### config.mk
export PLATFORM = sky130hd
export DESIGN_NAME = servo_ramp_scheduler
export DESIGN_NICKNAME = d
export VERILOG_FILES = /design/src/rtl/servo_pkg.sv /design/src/rtl/servo_frame_timer.sv /design/src/rtl/servo_ramp_scheduler.sv
export SDC_FILE = /design/constraint.sdc
export NUM_CORES = 1
export LEC_CHECK = 0
export CAP_MARGIN = 20
export CORE_UTILIZATION = 40
export CTS_BUF_LIST = sky130_fd_sc_hd__clkbuf_8
export DETAILED_ROUTE_END_ITERATION = 8
export SYNTH_ARGS = -nofsm -noshare
export SYNTH_HDL_FRONTEND = slang
export SYNTH_SLANG_ARGS = --single-unit
export TNS_END_PERCENT = 20
### constraint.sdc
create_clock -name clk -period 4.9 [get_ports clk]
set_clock_uncertainty 0.05 [all_clocks]
set_input_delay 0.735 -clock clk [delete_from_list [all_inputs] [get_ports clk]]
set_output_delay 0.735 -clock clk [all_outputs]
set_load 0.03 [all_outputs]
### src/rtl/servo_pkg.sv
// Shared types and constants for the five-channel servo ramp scheduler.
package servo_pkg;

  localparam int unsigned N_CH      = 5;
  localparam int unsigned W_US      = 16;
  localparam int unsigned MIN_US    = 1000;
  localparam int unsigned MAX_US    = 2000;
  localparam int unsigned CENTER_US = 1500;

  typedef logic [W_US-1:0] width_t;

  typedef enum logic [0:0] {
    IDLE = 1'b0,
    RAMP = 1'b1
  } state_e;

  // Limit a commanded pulse width to the mechanically safe servo range.
  function automatic width_t clamp_us(input width_t w);
    if (w < width_t'(MIN_US)) begin
      return width_t'(MIN_US);
    end else if (w > width_t'(MAX_US)) begin
      return width_t'(MAX_US);
    end
    return w;
  endfunction

endpackage

### src/rtl/servo_frame_timer.sv
// Free-running frame counter; frame_tick is high while the count sits on its last value.
module servo_frame_timer #(
  parameter int unsigned FRAME_CYC = 1000000
) (
  input  logic clk,
  input  logic reset,
  output logic frame_tick
);

  localparam int unsigned CNT_W = (FRAME_CYC > 1) ? $clog2(FRAME_CYC) : 1;
  localparam logic [CNT_W-1:0] LAST = CNT_W'(FRAME_CYC - 1);

  logic [CNT_W-1:0] cnt_q, cnt_d;
  logic             tick_q, tick_d;

  // Tick is derived from the next count so it is a flop aligned with the counter.
  always_comb begin
    cnt_d  = (cnt_q == LAST) ? '0 : cnt_q + CNT_W'(1);
    tick_d = (cnt_d == LAST);
  end

  always_ff @(posedge clk) begin
    if (!reset) begin
      cnt_q  <= '0;
      tick_q <= (LAST == '0);
    end else begin
      cnt_q  <= cnt_d;
      tick_q <= tick_d;
    end
  end

  assign frame_tick = tick_q;

endmodule

### src/rtl/servo_ramp_scheduler.sv
// Accepts five servo target widths and slews each channel toward its target by at most
// STEP_US per servo frame, pulsing done once every channel has arrived.
module servo_ramp_scheduler
  import servo_pkg::*;
#(
  parameter int unsigned CLK_HZ   = 50000000,
  parameter int unsigned FRAME_US = 20000,
  parameter int unsigned STEP_US  = 10
) (
  input  logic                 clk,
  input  logic                 reset,
  input  logic                 cmd_valid,
  output logic                 cmd_ready,
  input  logic [N_CH*W_US-1:0] cmd_targets,
  output logic [N_CH*W_US-1:0] width_out,
  output logic                 busy,
  output logic                 done,
  output logic                 frame_tick
);

  localparam int unsigned FRAME_CYC = (CLK_HZ / 1000000) * FRAME_US;
  localparam logic signed [W_US:0] STEP_S = (W_US+1)'(STEP_US);

  state_e          state_q, state_d;
  width_t          cur_q [N_CH];
  width_t          cur_d [N_CH];
  width_t          tgt_q [N_CH];
  width_t          tgt_d [N_CH];
  width_t          slew  [N_CH];
  logic [N_CH-1:0] at_tgt;
  logic            done_q, done_d;

  servo_frame_timer #(
    .FRAME_CYC (FRAME_CYC)
  ) u_timer (
    .clk        (clk),
    .reset      (reset),
    .frame_tick (frame_tick)
  );

  // Per-channel slew: a 17-bit signed difference keeps the direction unambiguous.
  for (genvar ch = 0; ch < N_CH; ch++) begin : g_ch
    logic signed [W_US:0] diff;
    width_t               nxt;

    assign diff = $signed({1'b0, tgt_q[ch]}) - $signed({1'b0, cur_q[ch]});

    always_comb begin
      if (diff > STEP_S) begin
        nxt = cur_q[ch] + width_t'(STEP_US);
      end else if (diff < -STEP_S) begin
        nxt = cur_q[ch] - width_t'(STEP_US);
      end else begin
        nxt = tgt_q[ch];
      end
    end

    assign slew[ch]                  = nxt;
    assign at_tgt[ch]                = (nxt == tgt_q[ch]);
    assign width_out[W_US*ch +: W_US] = cur_q[ch];
  end

  always_comb begin
    state_d = state_q;
    cur_d   = cur_q;
    tgt_d   = tgt_q;
    done_d  = 1'b0;
    case (state_q)
      IDLE: begin
        if (cmd_valid) begin
          for (int i = 0; i < N_CH; i++) begin
            tgt_d[i] = clamp_us(cmd_targets[W_US*i +: W_US]);
          end
          state_d = RAMP;
        end
      end
      RAMP: begin
        if (frame_tick) begin
          cur_d = slew;
          if (&at_tgt) begin
            state_d = IDLE;
            done_d  = 1'b1;
          end
        end
      end
      default: state_d = IDLE;
    endcase
  end

  always_ff @(posedge clk) begin
    if (!reset) begin
      state_q <= IDLE;
      done_q  <= 1'b0;
      for (int i = 0; i < N_CH; i++) begin
        cur_q[i] <= width_t'(CENTER_US);
        tgt_q[i] <= width_t'(CENTER_US);
      end
    end else begin
      state_q <= state_d;
      done_q  <= done_d;
      cur_q   <= cur_d;
      tgt_q   <= tgt_d;
    end
  end

  assign cmd_ready = (state_q == IDLE);
  assign busy      = (state_q == RAMP);
  assign done      = done_q;

endmodule
==> results.ini, run 1 <==
[routing]
dr.first_iter.drc_count=1962
detail_route.drc_violations=0
drt-vias-per-instance=6.05
route.final.wire_length_um=75500
dr_total_vias=21700
wl_per_cell_um=21.1
ant_nets=0
drtPass1Iterations=7

[synthesis]
synth_edf_count=0
synth_ff_type=sky130_fd_sc_hd__dfxtp_1
post_synth_inst_count=2515
asyncSetResetFlopFracSynth=0
yosysWarningCount=0
postSynthAreaPerCell_um2=7.16
post_synthesis_instance_area_mm2=0.0180
synth_nets=2694
sequential_share_of_the_synthesized_area=0.203
yosys_register_bits=183
ys_types=96

[timing]
tightestPinTransition_ns=1.05
final.period_utilization=1.01
slew_headroom=0.301
clock.fmax_mhz=203
setup_total_negative_slack_ns=-0.0377
finalHoldViolCount=0
final_min_period_ns=4.94
rsz0062_at_grt=true
fin_ws_ns=-0.0377
timing.final.setup_violations=1
max_slew_violation_count=0

[setup_path]
crit_start=tgt_q[64]$_SDFFE_PN0P_
crit_path_start_kind=flip-flop
crit-reg2reg-launch=tgt_q[64]$_SDFFE_PN0P_
cp_slowest_cell=sky130_fd_sc_hd__or4_4
r2r-end=busy$_SDFF_PN0_
timing.critical_path.to_type=flip-flop
worstPathArrival_ns=5.39
critical_path.endpoint=busy$_SDFF_PN0_
crit_type=reg2reg
ff2ff_path_depth=17
path_cells=inv_1 -> ha_2 -> fa_2 -> nand2b_4 -> a211oi_4 -> o22a_1 -> a31oi_1 -> xor2_1 -> or4_4 -> o21bai_4 -> nor3_2 -> or3_4 -> a22o_1 -> or4_1 -> or4_1 -> or4_4 -> o211a_1
timing.critical_path.slowest_cell_delay_ns=0.56
required_ns=5.35
rrSetupSlack_ns=-0.04
critPathMaxFanout=4

[cts]
insertion_delay_ns=0.59
cts.root.buffer_cell=sky130_fd_sc_hd__clkbuf_8
h-tree-depth=4
clkSlewWorstSetupHoldPaths_ns=0.12
clk_path_buf_depth=2
tritoncts_buffers=17
cts_tree=built
cts.sink_count=183

[place]
placement.io_buffers=166
place.detailed.hpwl_um=58900
place_inst=3536
final_wtd_congestion=0.944

[layout]
postLayoutCoreUtil=0.542
signed_area_change_from_the_synthesized_netlist_to_the_final_layout_pct=33.5
final-instance-count-excl-fill=3583
drive_gt1_frac=0.207
finalNetCount=3157
fill_cells=4385
antenna_cells_inserted=0

[floorplan]
die_y_um=214
dieArea_mm2=0.0459
fp-row-count=77
io-pin-count=167
initial_utilization=0.406
design.core.area_mm2=0.0443
dieWidth_um=214

[outcome]
run_status=finished, violations left
violations_in_the_final_reports=negative setup slack

[power_and_ir_drop]
power.static_leakage_uw=0.00987
power_per_cell_area_mw_per_mm2=168
worst_vdd_ir_mv=0.223

[grt]
track_usage=0.321
grt_overflow=0
met3_usage=0.0512
grt_util_met2=0.524
antenna_found_initial=0
first_pass_grt_wire_length_um=117000
global_route.peak_usage_layer=met2
globalRouteMet1Util=0.423
pin_count_of_the_biggest_net_entering_global_routing=89
first_global_vias=20600

[worst_hold_path]
min_path_type=reg2reg
worstHoldPathCells=1

[flow_run]
maxCapViolCount=0

-- state kept, by name (all words and copies together), names as in the netlist --
register,flops
tgt_q,80
u_timer.frame_tick,1
width_out,80
done,1
busy,1
u_timer.cnt_q,20
-- timing repair --
item                       in CTS  in global routing
setup endpoints to repair       2                  2
resized for setup              30                 51
pin swaps                      24                 34
hold buffers                    0                  0
setup buffers                   5                  8
-- cell families (layout without fill, tap and decap cells) --
group                      count (synthesis)  count (layout)  share of synthesized area
adders and majority gates                 96              96                     0.0688
xor gates and xnor gates                 178             178                     0.0866
DFF                                      183             183                      0.203
and+or+nand+nor                          906             906                      0.251
muxes                                     16              16                    0.00993
buffers and inverters                    271             747                     0.0577
AOI/OAI and AO/OA                        865             865                      0.323
-- where the power goes --
part	switching (µW)	internal (µW)	leakage, µW
Clock	661	412	0.000187
Sequential	19.1	1500	0.00149
Combinational	802	652	0.00820
Total	1480	2570	0.00987
-- area by class of cell --
cell class / instances / area (µm²) / area share
multi-input combinational: 2061 / 13900 / 0.576
inverter: 132 / 500 / 0.0208
clock buffer: 21 / 289 / 0.0120
clock inverter: 11 / 87.6 / 0.00364
tap: 592 / 741 / 0.0308
sequential: 183 / 3730 / 0.155
timing repair buffer: 583 / 4840 / 0.201
-- cell usage after synthesis (8+ instances only) --
library cell,n,area share
sky130_fd_sc_hd__nor3_1,90,0.025
sky130_fd_sc_hd__o21a_1,23,0.0096
sky130_fd_sc_hd__a22oi_1,22,0.0092
sky130_fd_sc_hd__a221oi_1,17,0.0083
sky130_fd_sc_hd__nor2_1,210,0.044
sky130_fd_sc_hd__a211oi_1,38,0.016
sky130_fd_sc_hd__o21ai_1,11,0.0031
sky130_fd_sc_hd__a21oi_1,194,0.054
sky130_fd_sc_hd__and4_1,21,0.010
sky130_fd_sc_hd__o311ai_0,9,0.0044
sky130_fd_sc_hd__and3_1,39,0.014
sky130_fd_sc_hd__or4_1,8,0.0033
sky130_fd_sc_hd__inv_1,126,0.026
sky130_fd_sc_hd__o2bb2ai_1,8,0.0039
sky130_fd_sc_hd__o211a_1,12,0.0067
sky130_fd_sc_hd__and2_1,17,0.0059
sky130_fd_sc_hd__mux2i_1,10,0.0056
sky130_fd_sc_hd__nand2_1,236,0.049
sky130_fd_sc_hd__xnor2_1,125,0.061
sky130_fd_sc_hd__o31ai_1,12,0.0050
sky130_fd_sc_hd__a31oi_1,36,0.013
sky130_fd_sc_hd__nand3_1,86,0.024
sky130_fd_sc_hd__o21ai_0,166,0.046
sky130_fd_sc_hd__ha_1,91,0.063
sky130_fd_sc_hd__xor2_1,53,0.026
sky130_fd_sc_hd__o32ai_1,12,0.0058
sky130_fd_sc_hd__nand3b_1,8,0.0033
sky130_fd_sc_hd__clkbuf_1,123,0.026
sky130_fd_sc_hd__buf_2,12,0.0033
sky130_fd_sc_hd__nand4_1,41,0.014
sky130_fd_sc_hd__o22ai_1,53,0.018
sky130_fd_sc_hd__dfxtp_1,183,0.20
sky130_fd_sc_hd__a221o_1,13,0.0072
sky130_fd_sc_hd__nand2b_1,34,0.012
sky130_fd_sc_hd__or3_1,28,0.0097
sky130_fd_sc_hd__o211ai_1,64,0.027
sky130_fd_sc_hd__nor2b_1,18,0.0063
sky130_fd_sc_hd__a2bb2oi_1,8,0.0039
sky130_fd_sc_hd__nor4_1,27,0.0094
sky130_fd_sc_hd__a21o_1,36,0.015
sky130_fd_sc_hd__a22o_1,8,0.0039
sky130_fd_sc_hd__o2111ai_1,16,0.0078
sky130_fd_sc_hd__o221ai_1,21,0.010
sky130_fd_sc_hd__or2_2,10,0.0035
-- cell usage in the layout, fill, tap and decap left out, types with 12 or more instances in the layout --
cell type,instances
sky130_fd_sc_hd__a21oi_2,12
sky130_fd_sc_hd__a221o_1,13
sky130_fd_sc_hd__a31oi_1,35
sky130_fd_sc_hd__dfxtp_1,145
sky130_fd_sc_hd__nand2_1,233
sky130_fd_sc_hd__o211a_1,12
sky130_fd_sc_hd__o211ai_1,64
sky130_fd_sc_hd__and4_1,21
sky130_fd_sc_hd__a21oi_1,183
sky130_fd_sc_hd__clkdlybuf4s50_1,165
sky130_fd_sc_hd__xor2_1,50
sky130_fd_sc_hd__nand2b_1,29
sky130_fd_sc_hd__nand4_1,41
sky130_fd_sc_hd__o221ai_1,21
sky130_fd_sc_hd__ha_1,83
sky130_fd_sc_hd__a221oi_1,14
sky130_fd_sc_hd__xnor2_1,124
sky130_fd_sc_hd__or3_1,28
sky130_fd_sc_hd__a22oi_1,21
sky130_fd_sc_hd__buf_4,414
sky130_fd_sc_hd__nor2b_1,17
sky130_fd_sc_hd__and2_1,16
sky130_fd_sc_hd__o21ai_0,163
sky130_fd_sc_hd__nor2_1,207
sky130_fd_sc_hd__o22ai_1,53
sky130_fd_sc_hd__o2111ai_1,14
sky130_fd_sc_hd__o32ai_1,12
sky130_fd_sc_hd__nor4_1,21
sky130_fd_sc_hd__nand3_1,86
sky130_fd_sc_hd__a211oi_1,34
sky130_fd_sc_hd__dfxtp_2,32
sky130_fd_sc_hd__inv_1,125
sky130_fd_sc_hd__nor3_1,88
sky130_fd_sc_hd__a21o_1,36
sky130_fd_sc_hd__and3_1,39
sky130_fd_sc_hd__o21a_1,23
sky130_fd_sc_hd__clkbuf_8,21
-- through the flow --
stage | setup WS (ns) | instance area [µm²] | hold WS, ns | total power (µW)
after global routing | -0.289 | 24000 | 0.456 | 4230
after detailed placement | -0.523 | 23100 | 0.418 | 2900
after global placement | -0.452 | 23100 | 0.410 | 2890
final | -0.0377 | 24000 | 0.441 | 4050
after floorplan | -0.00884 | 18300 | 0.391 | 2320
after CTS | -0.0628 | 23700 | 0.426 | 3990
-- worst min-delay path by stage --
stage                           startpoint                           to  slack (ns)
3_3_place_gp   u_timer.cnt_q[0]$_SDFF_PN0_  u_timer.cnt_q[0]$_SDFF_PN0_        0.41
4_1_cts                              reset       tgt_q[22]$_SDFFE_PN1P_        0.43
5_1_grt                              reset       tgt_q[20]$_SDFFE_PN1P_        0.46
6_report       u_timer.cnt_q[0]$_SDFF_PN0_  u_timer.cnt_q[0]$_SDFF_PN0_        0.44
3_5_place_dp   u_timer.cnt_q[0]$_SDFF_PN0_  u_timer.cnt_q[0]$_SDFF_PN0_        0.42
2_1_floorplan  u_timer.cnt_q[0]$_SDFF_PN0_  u_timer.cnt_q[0]$_SDFF_PN0_        0.39
-- routing by layer --
layer	vias to the layer above	part of all wire
met4	0	0.032
met5	-	0
met1	10400	0.45
met2	796	0.46
li1	10300	-
met3	140	0.061
-- worst max-delay path: cells and delay by family (launching register included) --
kind / cells / cell delay, ns
XOR/XNOR: 1 / 0.19
buffers and inverters: 1 / 0.04
AO/OA/AOI/OAI: 6 / 1.09
adder cells (fa/ha/maj): 2 / 0.57
flip-flops: 1 / 0.33
AND/OR/NAND/NOR: 7 / 2.57
No activity file was read; power rests on OpenSTA's default activity.
==> run 2, diff against run 1 <==
--- a/config.mk
+++ b/config.mk
@@ -6,9 +6,11 @@
 export NUM_CORES = 1
 export LEC_CHECK = 0
 export CAP_MARGIN = 20
-export CORE_UTILIZATION = 40
+export CORE_MARGIN = 2
+export CORE_UTILIZATION = 55
 export CTS_BUF_LIST = sky130_fd_sc_hd__clkbuf_8
 export DETAILED_ROUTE_END_ITERATION = 8
+export PLACE_DENSITY = 0.8
 export SYNTH_ARGS = -nofsm -noshare
 export SYNTH_HDL_FRONTEND = slang
 export SYNTH_SLANG_ARGS = --single-unit
==> results.ini, run 2 (synthesis gave the netlist of run 1 again) <==
[worst_hold_path]
worstHoldPathCells=1  ; unchanged
min_path_type=reg2reg
holdCritStartpoint=u_timer.cnt_q[0]$_SDFF_PN0_
hold_end=u_timer.cnt_q[0]$_SDFF_PN0_

[setup_path]
crit_start=tgt_q[16]$_SDFFE_PN0P_
required_ns=5.26  ; -0.09 ns
crit_type=reg2reg
timing.critical_path.to_type=flip-flop
critPathMaxFanout=4  ; unchanged
crit-reg2reg-launch=tgt_q[16]$_SDFFE_PN0P_
crit_path_start_kind=flip-flop
ff2ff_path_depth=19  ; +2
worstPathArrival_ns=5.51  ; +0.12 ns
rrSetupSlack_ns=-0.25  ; -0.21 ns
r2r-end=busy$_SDFF_PN0_

[floorplan]
fp-row-count=66  ; -14%
die_y_um=185  ; -14%
initial_utilization=0.556  ; +0.150
design.core.area_mm2=0.0324  ; -27%
dieArea_mm2=0.0342  ; -25%
dieWidth_um=185  ; -14%
io-pin-count=167  ; unchanged

[flow_run]
maxCapViolCount=0  ; unchanged

[routing]
route.final.wire_length_um=70300  ; -6.9%
dr.first_iter.drc_count=2483  ; +27%
detail_route.drc_violations=0  ; unchanged
dr_total_vias=22200  ; +2.3%
drt-vias-per-instance=6.55  ; +8.4%
drtPass1Iterations=8  ; +1
ant_nets=0  ; unchanged
wl_per_cell_um=20.8  ; -1.3%

[timing]
fin_ws_ns=-0.250  ; -0.212 ns
final.period_utilization=1.05  ; +0.0434
timing.final.setup_violations=2  ; +1
clock.fmax_mhz=194  ; -4.1%
finalHoldViolCount=0  ; unchanged
max_slew_violation_count=0  ; unchanged
slew_headroom=0.336  ; +0.0346
tightestPinTransition_ns=0.997  ; -0.0519 ns
hold_ws_ns=0.451  ; +0.00918 ns
rsz0062_at_grt=true
final_min_period_ns=5.15  ; +0.212 ns

[grt]
grt_overflow=0  ; unchanged
track_usage=0.404  ; +0.0834
pin_count_of_the_biggest_net_entering_global_routing=78  ; -12%
antenna_found_initial=1  ; +1
first_pass_grt_wire_length_um=110000  ; -5.7%
first_global_vias=21100  ; +2.6%

[power_and_ir_drop]
power_per_cell_area_mw_per_mm2=167  ; -0.58%
power.static_leakage_uw=0.00960  ; -2.8%
worst_vdd_ir_mv=0.178  ; -20%

[cts]
clk_path_buf_depth=2  ; unchanged
cts.sink_count=183  ; unchanged
h-tree-depth=4  ; unchanged
insertion_delay_ns=0.51  ; -0.08 ns
cts_tree=built
clkSlewWorstSetupHoldPaths_ns=0.10  ; -0.02 ns
cts.root.buffer_cell=sky130_fd_sc_hd__clkbuf_8
tritoncts_buffers=17  ; unchanged

[place]
place_inst=3330  ; -5.8%
final_wtd_congestion=0.981  ; +3.9%
placement.io_buffers=166  ; unchanged
place.detailed.hpwl_um=54400  ; -7.5%

[layout]
fill_cells=2746  ; -37%
signed_area_change_from_the_synthesized_netlist_to_the_final_layout_pct=29.7
antenna_cells_inserted=0  ; unchanged
finalNetCount=3105  ; -1.6%
most-common-layout-cells=sky130_fd_sc_hd__buf_4 (364), sky130_fd_sc_hd__nand2_1 (232), sky130_fd_sc_hd__nor2_1 (205), sky130_fd_sc_hd__a21oi_1 (187), sky130_fd_sc_hd__clkdlybuf4s50_1 (165)
drive_gt1_frac=0.195  ; -0.0127
mostFrequentLayoutCell=sky130_fd_sc_hd__buf_4
final-instance-count-excl-fill=3381  ; -5.6%

[outcome]
violations_in_the_final_reports=negative setup slack
run_status=finished, violations left

[run 2: cell count changes in the layout (fill, tap and decap cells not counted), moves of 3 or more]
cell / previous run / this run
sky130_fd_sc_hd__a21oi_1: 183 / 187
sky130_fd_sc_hd__a21oi_2: 12 / 8
sky130_fd_sc_hd__buf_4: 414 / 364
sky130_fd_sc_hd__clkbuf_8: 21 / 18
sky130_fd_sc_hd__clkinvlp_4: 3 / 0
sky130_fd_sc_hd__ha_1: 83 / 77
sky130_fd_sc_hd__ha_2: 1 / 8
sky130_fd_sc_hd__nor2_2: 2 / 5
sky130_fd_sc_hd__nor2b_1: 17 / 13
sky130_fd_sc_hd__nor2b_2: 0 / 4
sky130_fd_sc_hd__nor4_1: 21 / 24
sky130_fd_sc_hd__nor4_2: 6 / 2
[run 2: worst max-delay path, cell delays in order, from the launching register on]
cell                        delay [ns]
sky130_fd_sc_hd__dfxtp_2          0.34
sky130_fd_sc_hd__inv_1            0.04
sky130_fd_sc_hd__ha_1             0.20
sky130_fd_sc_hd__fa_2             0.36
sky130_fd_sc_hd__nand2b_1         0.17
sky130_fd_sc_hd__a21boi_0         0.27
sky130_fd_sc_hd__buf_4            0.20
sky130_fd_sc_hd__o21ai_1          0.07
sky130_fd_sc_hd__a2bb2oi_1        0.17
sky130_fd_sc_hd__nand4_1          0.15
sky130_fd_sc_hd__nor4b_2          0.28
sky130_fd_sc_hd__buf_4            0.17
sky130_fd_sc_hd__a31o_2           0.19
sky130_fd_sc_hd__a21oi_1          0.06
sky130_fd_sc_hd__nor2_2           0.28
sky130_fd_sc_hd__or4bb_1          0.44
sky130_fd_sc_hd__or4_1            0.53
sky130_fd_sc_hd__or4_4            0.53
sky130_fd_sc_hd__or4_4            0.43
sky130_fd_sc_hd__o211a_1          0.12
[run 2: timing repair]
action,CTS,global route
setup endpoints to repair,2,2
resized for setup,63,27
pin swaps,45,19
hold buffers,0,0
buffers inserted,15,6
[run 2: worst max path at each step]
stage,endpoint,slack (ns),cells after the start
global placement,busy$_SDFF_PN0_,-0.42,19
finish,busy$_SDFF_PN0_,-0.25,19
global route,busy$_SDFF_PN0_,-0.36,19
floorplan,busy$_SDFF_PN0_,-0.009,18
CTS,busy$_SDFF_PN0_,-0.03,17
detailed placement,busy$_SDFF_PN0_,-0.45,19
[run 2: cell type report]
type / count / area (µm²) / area share
Clock buffer: 18 / 248 / 0.0106
Tap cell: 442 / 553 / 0.0237
Sequential cell: 183 / 3730 / 0.160
Clock inverter: 14 / 96.3 / 0.00412
Inverter: 132 / 500 / 0.0214
Timing Repair Buffer: 531 / 4410 / 0.189
Multi-Input combinational cell: 2061 / 13800 / 0.592
[run 2: per-layer routing]
metal / part of all wire / track usage / up-vias
met2: 0.47 / 0.679 / 1223
met3: 0.079 / 0.0617 / 305
met5: 0.00018 / 0 / -
met4: 0.058 / 0.238 / 2
li1: - / - / 10200
met1: 0.39 / 0.489 / 10400
[run 2: power breakdown]
group | internal (µW) | switching, µW | total, µW
registers | 1500 | 19.4 | 1520
logic | 623 | 777 | 1400
clock network | 368 | 621 | 989
total | 2490 | 1420 | 3910
[run 2: per-stage QoR]
step / setup WS [ns] / area [µm²] / TNS, ns / utilization / power (µW)
finish: -0.250 / 23400 / -0.435 / 0.722 / 3910
global route: -0.364 / 23400 / -0.688 / 0.722 / 4060
CTS: -0.0291 / 23200 / -0.0291 / 0.717 / 3850
detailed placement: -0.454 / 22500 / -0.823 / 0.694 / 2830
global placement: -0.425 / 22500 / -0.776 / 0.694 / 2810
floorplan: -0.00884 / 18300 / -0.00884 / - / 2320
